## config.mk

```make
export PLATFORM = sky130hd
export DESIGN_NAME = mem_arbiter
export DESIGN_NICKNAME = d
export VERILOG_FILES = /design/src/rtl/mem_arbiter.sv
export SDC_FILE = /design/constraint.sdc
export NUM_CORES = 1
export LEC_CHECK = 0
export ABC_AREA = 1
export BUFFER_PORTS_ARGS = -buffer_cell sky130_fd_sc_hd__buf_2
export CELL_PAD_IN_SITES_DETAIL_PLACEMENT = 1
export CELL_PAD_IN_SITES_GLOBAL_PLACEMENT = 1
export CORE_AREA = 2 2 157 113
export CTS_BUF_LIST = sky130_fd_sc_hd__clkbuf_8
export CTS_CLUSTER_SIZE = 30
export DETAILED_ROUTE_END_ITERATION = 12
export DIE_AREA = 0 0 159 115
export GPL_ROUTABILITY_DRIVEN = 0
export GPL_TIMING_DRIVEN = 0
export MAX_ROUTING_LAYER = met4
export PLACE_DENSITY_LB_ADDON = 0.1
export SLEW_MARGIN = 20
export SYNTH_ARGS = -nofsm -noshare
export SYNTH_HDL_FRONTEND = slang
export SYNTH_SLANG_ARGS = --single-unit
```

## constraint.sdc

```tcl
create_clock -name clk -period 1.3 [get_ports clk]
set_clock_uncertainty 0.15 [all_clocks]
set_input_delay 0.195 -clock clk [delete_from_list [all_inputs] [get_ports clk]]
set_output_delay 0.195 -clock clk [all_outputs]
set_load 0.005 [all_outputs]
```

## src/rtl/mem_arbiter.sv

```systemverilog
// mem_arbiter: shares the single-port SOC Memory between two valid/ready
// requesters (port 0 = CPU, port 1 = aux master). Each accepted request is
// serialised onto the RAM interface. Completion is a one-cycle ready pulse
// that carries the read data and an out-of-range error flag.
// Optional build macro: MEM_ARB_ROUND_ROBIN_EN. When it is defined, a tie goes
// to the port not granted last. When it is undefined, port 0 always wins.
module mem_arbiter #(
    parameter int MEM_WORDS = 1536
) (
    input  logic        clk,
    input  logic        rst,
    input  logic        p0_valid,
    input  logic [31:0] p0_addr,
    input  logic [31:0] p0_wdata,
    input  logic [3:0]  p0_wmask,
    output logic [31:0] p0_rdata,
    output logic        p0_ready,
    output logic        p0_err,
    input  logic        p1_valid,
    input  logic [31:0] p1_addr,
    input  logic [31:0] p1_wdata,
    input  logic [3:0]  p1_wmask,
    output logic [31:0] p1_rdata,
    output logic        p1_ready,
    output logic        p1_err,
    output logic [31:0] mem_addr,
    output logic [31:0] mem_wdata,
    output logic [3:0]  mem_wmask,
    output logic        mem_rstrb,
    input  logic [31:0] mem_rdata
);

    localparam logic [1:0] IDLE  = 2'd0;
    localparam logic [1:0] ISSUE = 2'd1;
    localparam logic [1:0] RESP  = 2'd2;

    localparam logic [31:0] MEM_WORDS_U = 32'(MEM_WORDS);

    logic [1:0]  state;
    logic        owner;
    logic        err_q;
    logic [31:0] addr_q;
    logic [31:0] wdata_q;
    logic [3:0]  wmask_q;

    logic        any_valid;
    logic        grant;
    logic [31:0] win_addr;
    logic [31:0] win_wdata;
    logic [3:0]  win_wmask;
    logic        win_err;
    logic        is_issue;
    logic        is_resp;
    logic [31:0] resp_rdata;

    assign any_valid = p0_valid | p1_valid;

`ifdef MEM_ARB_ROUND_ROBIN_EN
    logic last_grant;

    // On a tie, the port that was not granted last wins. A lone requester always wins.
    always_comb begin
        grant = ~p0_valid;
        if (p0_valid && p1_valid) begin
            grant = ~last_grant;
        end
    end

    // Remember which port won the most recent arbitration
    always_ff @(posedge clk) begin
        if (rst) begin
            last_grant <= 1'b1;
        end else if (state == IDLE && any_valid) begin
            last_grant <= grant;
        end
    end
`else
    // Fixed priority: port 1 only wins when port 0 is not requesting
    always_comb begin
        grant = ~p0_valid;
    end
`endif

    // Select the winner's payload and range-check its word index
    always_comb begin
        win_addr  = grant ? p1_addr  : p0_addr;
        win_wdata = grant ? p1_wdata : p0_wdata;
        win_wmask = grant ? p1_wmask : p0_wmask;
        win_err   = ({2'b00, win_addr[31:2]} >= MEM_WORDS_U);
    end

    // Transaction FSM: latch the winner in IDLE, hit the RAM in ISSUE, and reply in RESP
    always_ff @(posedge clk) begin
        if (rst) begin
            state   <= IDLE;
            owner   <= 1'b0;
            err_q   <= 1'b0;
            addr_q  <= 32'h0;
            wdata_q <= 32'h0;
            wmask_q <= 4'h0;
        end else begin
            case (state)
                IDLE: begin
                    if (any_valid) begin
                        owner   <= grant;
                        addr_q  <= win_addr;
                        wdata_q <= win_wdata;
                        wmask_q <= win_wmask;
                        err_q   <= win_err;
                        state   <= win_err ? RESP : ISSUE;
                    end
                end
                ISSUE:   state <= RESP;
                RESP:    state <= IDLE;
                default: state <= IDLE;
            endcase
        end
    end

    assign is_issue = (state == ISSUE);
    assign is_resp  = (state == RESP);

    // RAM strobes only in ISSUE. Address and data hold their last latched values.
    always_comb begin
        mem_addr  = addr_q;
        mem_wdata = wdata_q;
        mem_rstrb = is_issue && !err_q && (wmask_q == 4'h0);
        mem_wmask = (is_issue && !err_q) ? wmask_q : 4'h0;
    end

    // Response decode: only the owner sees ready, and data flows only for in-range reads
    always_comb begin
        resp_rdata = (!err_q && wmask_q == 4'h0) ? mem_rdata : 32'h0;
        p0_ready   = is_resp && !owner;
        p1_ready   = is_resp && owner;
        p0_rdata   = p0_ready ? resp_rdata : 32'h0;
        p1_rdata   = p1_ready ? resp_rdata : 32'h0;
        p0_err     = p0_ready && err_q;
        p1_err     = p1_ready && err_q;
    end

endmodule
```

Word-level counts from Yosys, hierarchy flattened:

Index checks and enable logic that the tools add are counted.

* bits in registers: 72
* input port bits: 172
* output and inout bits: 137
* word-level logic and storage cells: 34

* order comparisons: 1
* equality and inequality tests: 3
* mux-type cells: 10
* bitwise logic cells: 2
* reduce and logical (&&, ||, !) cells: 12

Operators by type and width (number)
* $mux W32: 5
* $ge A30 B11 Y1 const B: 1
* $mux W4: 2
* $logic_and A1 B1 Y1: 7
* $logic_not A4 Y1: 1
* $mux W2: 2
* $pmux W2 S2: 1
* $eq A2 B1 Y1 const B: 1
* $eq A2 B2 Y1 const B: 1
* $logic_not A1 Y1: 2
* $logic_not A2 Y1: 1
* $ne A2 B2 Y1 const B: 1
* $reduce_and A2 Y1: 1
* $not A1 Y1: 1
* $or A1 B1 Y1: 1

Depth between registers and ports, before layout:

Gate-level depths: netlist (run 1).

* word-level depth: 5
* mapped depth: 11

Worst setup path after synthesis (run 1):

No wires, ideal clock.

* kind: flip-flop to output port
* from: register wmask_q[0]
* to: output p0_rdata[10]
* arrival: 1.130 ns
* required time: 0.955 ns
* path slack: -0.175 ns
* cell stages (with the launch flop): 6
* path buffers: 2
* cells stage by stage: dfxtp_1 -> nor3_1 -> nand3_1 -> clkbuf_1 -> buf_1 -> nor3_1

* longest elaborated chain between the ends: 4

RTL lines
* from (decl): RTL line 44 `logic [3:0] wmask_q;`
* from (signal assigned): RTL line 108 `wmask_q <= win_wmask;`
* $logic_not A4 Y1: RTL line 133 `resp_rdata = (!err_q && wmask_q == 4'h0) ? mem_rdata : 32'h0;`
* $logic_and A1 B1 Y1: RTL line 133
* $mux W32: RTL line 133
* $mux W32: RTL line 136 `p0_rdata = p0_ready ? resp_rdata : 32'h0;`
* to (decl): RTL line 16 `output logic [31:0] p0_rdata,`

Every way passes these cells.

Worst setup path in the final report (run 1):

* from: register state[1]
* to: output p1_rdata[9]

* longest elaborated chain between the ends: 3

RTL lines
* from (decl): RTL line 39 `logic [1:0] state;`
* from (signal assigned): RTL line 110 `state <= win_err ? RESP : ISSUE;`
* $eq A2 B2 Y1: RTL line 121 `assign is_resp = (state == RESP);`
* $logic_and A1 B1 Y1: RTL line 135 `p1_ready = is_resp && owner;`
* $mux W32: RTL line 137 `p1_rdata = p1_ready ? resp_rdata : 32'h0;`
* to (decl): RTL line 23 `output logic [31:0] p1_rdata,`

Every way passes these cells.

==> results of run 1 <==
how the worst max path moves through the flow:
| stage | startpoint | end | slack (ps) | cells past startpoint |
|---|---|---|---|---|
| 3_5_place_dp | rst | mem_addr[9] | -560 | 6 |
| 5_1_grt | state[1] | p1_rdata[9] | -800 | 6 |
| 2_1_floorplan | wmask_q[0] | p0_rdata[23] | -70 | 5 |
| 4_1_cts | state[1] | p1_rdata[19] | -680 | 6 |
| 6_report | state[1] | p1_rdata[9] | -710 | 6 |
| 3_3_place_gp | rst | mem_addr[7] | -500 | 6 |
cells by family after synthesis:
group,after synthesis
buf+inv,101
simple gates,288
flops,72
compound gates,123
layout make-up:
| cell class | count | area (um^2) |
|---|---|---|
| Multi-Input combinational cell | 411 | 3100 |
| Clock inverter | 6 | 97.6 |
| Fill cell | 2061 | 7440 |
| Buffer | 48 | 669 |
| Sequential cell | 72 | 1460 |
| Tap cell | 231 | 289 |
| Clock buffer | 10 | 138 |
| Timing Repair Buffer | 467 | 3400 |
| Inverter | 52 | 225 |
where the power goes:
part           leakage (nW)  total, mW  internal [mW]  switching, mW
clock network         0.119       2.16           1.16          0.992
registers             0.602       2.59           2.41          0.175
logic                  3.83       3.11           1.61           1.51
total                  4.55       7.85           5.18           2.67
placed cells by master, fill, tap and decap left out, drive strengths merged:
cell | netlist | routed
inv | 52 | 54
bufinv | 0 | 2
clkinv | 0 | 2
a211oi | 5 | 5
a31oi | 48 | 48
a21oi | 18 | 18
nor2 | 27 | 27
dlygate4sd3 | 0 | 96
clkbuf | 24 | 41
dfxtp | 72 | 72
nand4 | 1 | 1
o21ai | 52 | 52
nor3 | 68 | 68
nand2 | 188 | 188
buf | 25 | 388
nand3 | 4 | 4
worst max-delay path: cells and delay by family, from the launching register on:
family | cells | cell delay [ps]
flops | 1 | 370
simple gates | 2 | 430
buf+inv | 4 | 500
cell usage after synthesis (all sizes together):
| master | number |
|---|---|
| buf | 25 |
| nand4 | 1 |
| a21oi | 18 |
| clkbuf | 24 |
| a31oi | 48 |
| dfxtp | 72 |
| inv | 52 |
| nor3 | 68 |
| nor2 | 27 |
| nand2 | 188 |
| a211oi | 5 |
| nand3 | 4 |
| o21ai | 52 |
state kept, by name, summed over array words and instances, names as in the netlist:
register / cells
wmask_q: 4
owner: 1
mem_wdata: 32
err_q: 1
state: 2
mem_addr: 32
repair_timing:
action / CTS / global route
pin swaps: 22 / 40
cloned: 19 / 6
setup buffers: 34 / 15
endpoints found under the setup margin: 145 / 145
endpoints found under the hold margin: 50 / 1
resized for setup: 193 / 170
per-layer routing:
layer,up-vias,GRT usage [%]
met1,2981,29.7
met3,28,6.39
met2,229,46.0
met4,0,6.67
li1,2888,-
met5,-,-
==> impl_metrics.csv, run 1 <==
group,metric,value,unit
timing,fin_tns_setup,-71630,ps
timing,finalCriticalPeriod,2010,ps
logic_synthesis,yosys_warnings,0,
detailed_routing,num_vias,6126,
detailed_routing,wl_per_cell,19.0,um
cells_and_area,fin_util,55.8,%
cells_and_area,final_cell_area,9380,um^2
pwr,peakVddDrop,432,uV
logic_synthesis,synth_cells,584,
timing,tightest_slew,887,ps
floorplan,fp.dieW,159,um
timing,fmax,0.497,GHz
run,drv_cap,0,
logic_synthesis,synth_fa_ha_area_share,0,%
cells_and_area,drive_gt1_share,62.0,%
global_route,grt_pass1_wl,36.5,mm
clock_network,clk_latency,370,ps
critical_path,r2r_end,"mem_addr[25]",
critical_path,rr_startpoint,"state[1]",
cells_and_area,area_delta_synth_final,148,%
critical_path,critPathRequiredTime,950,ps
critical_path,cp_common_cell,"inv_4",
critical_path,slowest_stage,"dfxtp_4",
clock_network,clock_sinks,72,
timing,maxSlewViolCount,0,
cells_and_area,finish.cell_count_without_fillers,1297,
pwr,cellLeakagePower,4.55,nW
hold_path,holdCritStartpoint,"p1_addr[13]",
cells_and_area,antenna_cells,0,
outcome,violations,"setup timing",
clock_network,cts_hold_buffers,96,
detailed_routing,routed_via_density,4.72,
pwr,power,7.85,mW
detailed_routing,antenna_left,0,
detailed_routing,drt-met1-wl,10.2,mm
clock_network,cts_tree,"built",
logic_synthesis,synthMuxAreaShare,0,%
critical_path,rr_worst_depth,10,
logic_synthesis,synthTopCellsByArea,"dfxtp_1 38%, nand2_1 18%, nor3_1 8.6%",
logic_synthesis,synth_simple_gate_area_share,31.9,%
floorplan,die_y,115,um
clock_network,numCtsBuffers,9,
critical_path,worstSetupEndpointType,"output pin",
logic_synthesis,synth.net_count,756,
critical_path,crit_arrival,1670,ps
logic_synthesis,synth_seq_area_share,38.1,%
detailed_routing,dr_wl_met2,12.6,mm
critical_path,criticalPathCategory,"register to output pin",
timing,rsz0062_at_grt,"true",
clock_network,clockBufferDepth,2,
floorplan,boundaryPins,309,
logic_synthesis,synth_compound_area_share,18.2,%
timing,timing.final.ws_setup,-711,ps
critical_path,cpPeakStageDelay,370,ps
pwr,p_per_area,837,nW/um^2
global_route,antenna_found_initial,0,
detailed_routing,top_layer,"met4",
hold_path,whs_endpoint,"mem_addr[13]",
clock_network,path_clk_slew,80,ps
logic_synthesis,synth_top_family_by_area,"simple AND/OR/NAND/NOR gates",
detailed_routing,wl,24.6,mm
place,place.port_buffers,308,
critical_path,path_max_fanout,8,
detailed_routing,drt_iter0_drc,222,
clock_network,clock_tree.htree_level_count,3,
place,dp_cells,1123,
hold_path,min_path_cells,3,
global_route,grt-ovfl-total,0,
timing,setup_viol_count_final,144,
logic_synthesis,yosys.cell_types.count,20,
place,dp_slack,-561,ps
global_route,grt_pass1_vias,6575,
logic_synthesis,avgSynthCellArea,6.47,um^2
timing,slew_headroom,40.9,%
critical_path,worst_setup_path_start_kind,"register",
detailed_routing,remaining_drc_errors,0,
timing,whs,6.60,ps
cells_and_area,finalNetCount,1233,
floorplan,rows,40,
detailed_routing,wl_met3,1.42,mm
logic_synthesis,ys_ff_latch,72,
floorplan,initial_core_util,22.5,%
logic_synthesis,synth_top_cell_by_area,"dfxtp_1",
critical_path,reg2reg_setup_slack,-480,ps
global_route,grt_max_degree,15,
floorplan,core_area,16800,um^2
timing,finalCritPeriodShare,155,%
detailed_routing,drt-pass1-iter-count,4,
logic_synthesis,yosysTopAreaCellShare,38.1,%
outcome,status,"finished, violations left",
clock_network,clockRootBuffer,"clkbuf_8",
place,hpwlAfterDp,15.2,mm
critical_path,crit_chain,"inv_4, nor3_4, inv_4, clkbuf_16, nor3_2, buf_2",
global_route,grt_use_total,26.0,%
timing,hold_viol,0,
logic_synthesis,synth-xor-area-share,0,%
logic_synthesis,synthesis.area,3780,um^2
floorplan,dieArea,18300,um^2
hold_path,hold_class,"input port to register",
place,place_area,6150,um^2
Note: power is estimated with default switching activity, not from simulation.
==> run 2: changes to the inputs <==
--- a/config.mk
+++ b/config.mk
@@ -9,11 +9,11 @@
 export BUFFER_PORTS_ARGS = -buffer_cell sky130_fd_sc_hd__buf_2
 export CELL_PAD_IN_SITES_DETAIL_PLACEMENT = 1
 export CELL_PAD_IN_SITES_GLOBAL_PLACEMENT = 1
-export CORE_AREA = 2 2 157 113
+export CORE_AREA = 2 2 132 134
 export CTS_BUF_LIST = sky130_fd_sc_hd__clkbuf_8
 export CTS_CLUSTER_SIZE = 30
 export DETAILED_ROUTE_END_ITERATION = 12
-export DIE_AREA = 0 0 159 115
+export DIE_AREA = 0 0 134 136
 export GPL_ROUTABILITY_DRIVEN = 0
 export GPL_TIMING_DRIVEN = 0
 export MAX_ROUTING_LAYER = met4
==> run 2 against run 1 <==
Effect of this change: the flow finishes with violations (hold timing, setup timing); combinational power shrank 9.3%; routed wire length shrank 8.6%; via count shrank 2.9%; cell count shrank 1.3%.
==> impl_metrics.csv, run 2 (synthesis results as in run 1) <==
group,metric,value,unit
detailed_routing,num_vias,5947,
timing,slew_headroom,44.8,%
clock_network,clock_sinks,72,
detailed_routing,routed_via_density,4.65,
global_route,grt_pass1_vias,6566,
clock_network,numCtsBuffers,9,
outcome,status,"finished, violations left",
pwr,p_comb_share,39.3,%
cells_and_area,final_common_cell,"buf_2",
detailed_routing,antenna_left,0,
critical_path,cp_common_cell,"nor3_4",
global_route,use_met2,46.2,%
critical_path,criticalPathCategory,"register to output pin",
global_route,use_met1,25.5,%
floorplan,initial_core_util,22.4,%
outcome,violations,"hold timing, setup timing",
timing,tightest_slew,829,ps
run,drv_cap,0,
critical_path,slowest_stage,"dfxtp_2",
pwr,power,7.19,mW
cells_and_area,layout_common_cells,"311 x buf_2, 149 x nand2_1, 97 x dlygate4sd3_1",
global_route,antenna_found_initial,2,
timing,fmax,0.513,GHz
critical_path,reg2reg_setup_slack,-540,ps
critical_path,crit_chain,"nor3_4, nand3_2, buf_4, clkbuf_8, nor3_4, buf_2",
timing,finalCriticalPeriod,1950,ps
cells_and_area,finalNetCount,1220,
timing,whs,-17.0,ps
detailed_routing,drt_iter0_drc,120,
pwr,p_per_area,813,nW/um^2
critical_path,cpLargestDelayFamily,"buffers and inverters",
pwr,cellLeakagePower,4.31,nW
timing,finalCritPeriodShare,150,%
global_route,use_met3,4.51,%
pwr,pwr-share-clk,25.0,%
critical_path,crit_arrival,1600,ps
floorplan,core_area,16900,um^2
detailed_routing,wl,22.5,mm
hold_path,hold_class,"input port to register",
floorplan,boundaryPins,309,
global_route,grt-ovfl-total,0,
critical_path,path_buf_inv,3,
pwr,switchingPower,2.55,mW
clock_network,clockRootBuffer,"clkbuf_8",
timing,maxSlewViolCount,0,
clock_network,path_clk_slew,90,ps
pwr,peakVddDrop,395,uV
cells_and_area,n_fill_cell,2073,
critical_path,worst_setup_path_start_kind,"register",
global_route,grt_pass1_wl,34.0,mm
clock_network,clock_tree.htree_level_count,3,
detailed_routing,wl_per_cell,17.5,um
critical_path,worstSetupEndpointType,"output pin",
timing,hold_viol,1,
pwr,seqPwrFrac,35.7,%
critical_path,cpPeakStageDelay,350,ps
place,place.port_buffers,308,
detailed_routing,remaining_drc_errors,0,
floorplan,rows,48,
cells_and_area,multiInputGateArea,2840,um^2
detailed_routing,drt-pass1-iter-count,4,
timing,rsz0062_at_grt,"true",
clock_network,clk_latency,360,ps
cells_and_area,drive_gt1_share,58.7,%
timing,timing.final.ws_setup,-650,ps
pwr,p_int,4.64,mW
timing,setup_viol_count_final,145,
critical_path,path_max_fanout,5,
global_route,grt_max_degree,15,
global_route,busiest_layer,"met2",
pwr,swShare,35.5,%
critical_path,critPathRequiredTime,950,ps
place,hpwlAfterDp,14.3,mm
cells_and_area,seq_area,1460,um^2
cells_and_area,area_delta_synth_final,134,%
global_route,grt_use_total,24.5,%
clock_network,cts_hold_buffers,97,
floorplan,die_y,136,um
floorplan,fp.dieW,134,um
clock_network,clockBufferDepth,2,
floorplan,dieArea,18200,um^2
clock_network,cts_tree,"built",
## run 2: cell types whose count changed in the layout (fill, tap and decap cells not counted), sizes merged
cell         previous run  this run
clkbuf                 41        35
buf                   388       380
clkinv                  2         0
bufinv                  2         0
dlygate4sd3            96        97
clkinvlp                0         3
diode                   0         2
inv                    54        55
## run 2: worst paths after layout
check / startpoint / to / cells past startpoint
max: wmask_q[1] / p1_rdata[22] / 6
min: p1_addr[13] / mem_addr[13] / 3
max reg2reg: state[1] / mem_wdata[18] / 9
min reg2reg: mem_addr[30] / mem_addr[30] / 2
## run 2: metrics by stage
step           util (%)  cells  area [um^2]  setup slack (ps)  setup TNS (ps)
2_1_floorplan         -    584         4320             -70.7           -5380
3_3_place_gp       36.4   1117         6140              -520          -43700
3_5_place_dp       36.4   1117         6140              -544          -46220
4_1_cts            50.2   1278         8470              -692          -69240
5_1_grt            52.4   1280         8840              -742          -84760
6_report           52.4   1280         8840              -650          -74200
## run 2: repair_timing
action,CTS,global route
setup endpoints to repair,145,145
gates resized for setup,145,169
pin swaps,13,26
setup buffers,31,15
cloned,18,4
endpoints found under the hold margin,50,1
## run 2: final cells by class
cell class	instances	area share (%)
clock inverter	6	0.580
timing repair buffer	459	37.4
clock buffer	10	1.56
inverter	52	2.41
tap	225	3.19
multi-input combinational	411	32.1
buffer	43	6.17
antenna	2	0.0566
sequential	72	16.5
## run 2: worst reg2reg max path: stages, from the launching register on
cell and delay [ps]:
dfxtp_4 370, buf_6 110, buf_6 100, buf_6 110
nor3_4 210, buf_6 190, buf_12 140, buf_12 120
o21ai_4 60, a31oi_2 210
## run 2: routing by layer
layer  vias up  routed length (um)
li1       2862                   -
met1      2828                8690
met2       212               12200
met3        45                1030
met4         0                 579
met5         -                   0
## run 2: power groups by stage
stage	sequential (mW)	clock, mW	combinational (mW)
3_3_place_gp	2.56	0	1.67
3_5_place_dp	2.56	0	1.71
2_1_floorplan	2.57	0	0.926
5_1_grt	2.59	1.95	3.03
4_1_cts	2.53	1.83	2.67
6_report	2.57	1.80	2.82
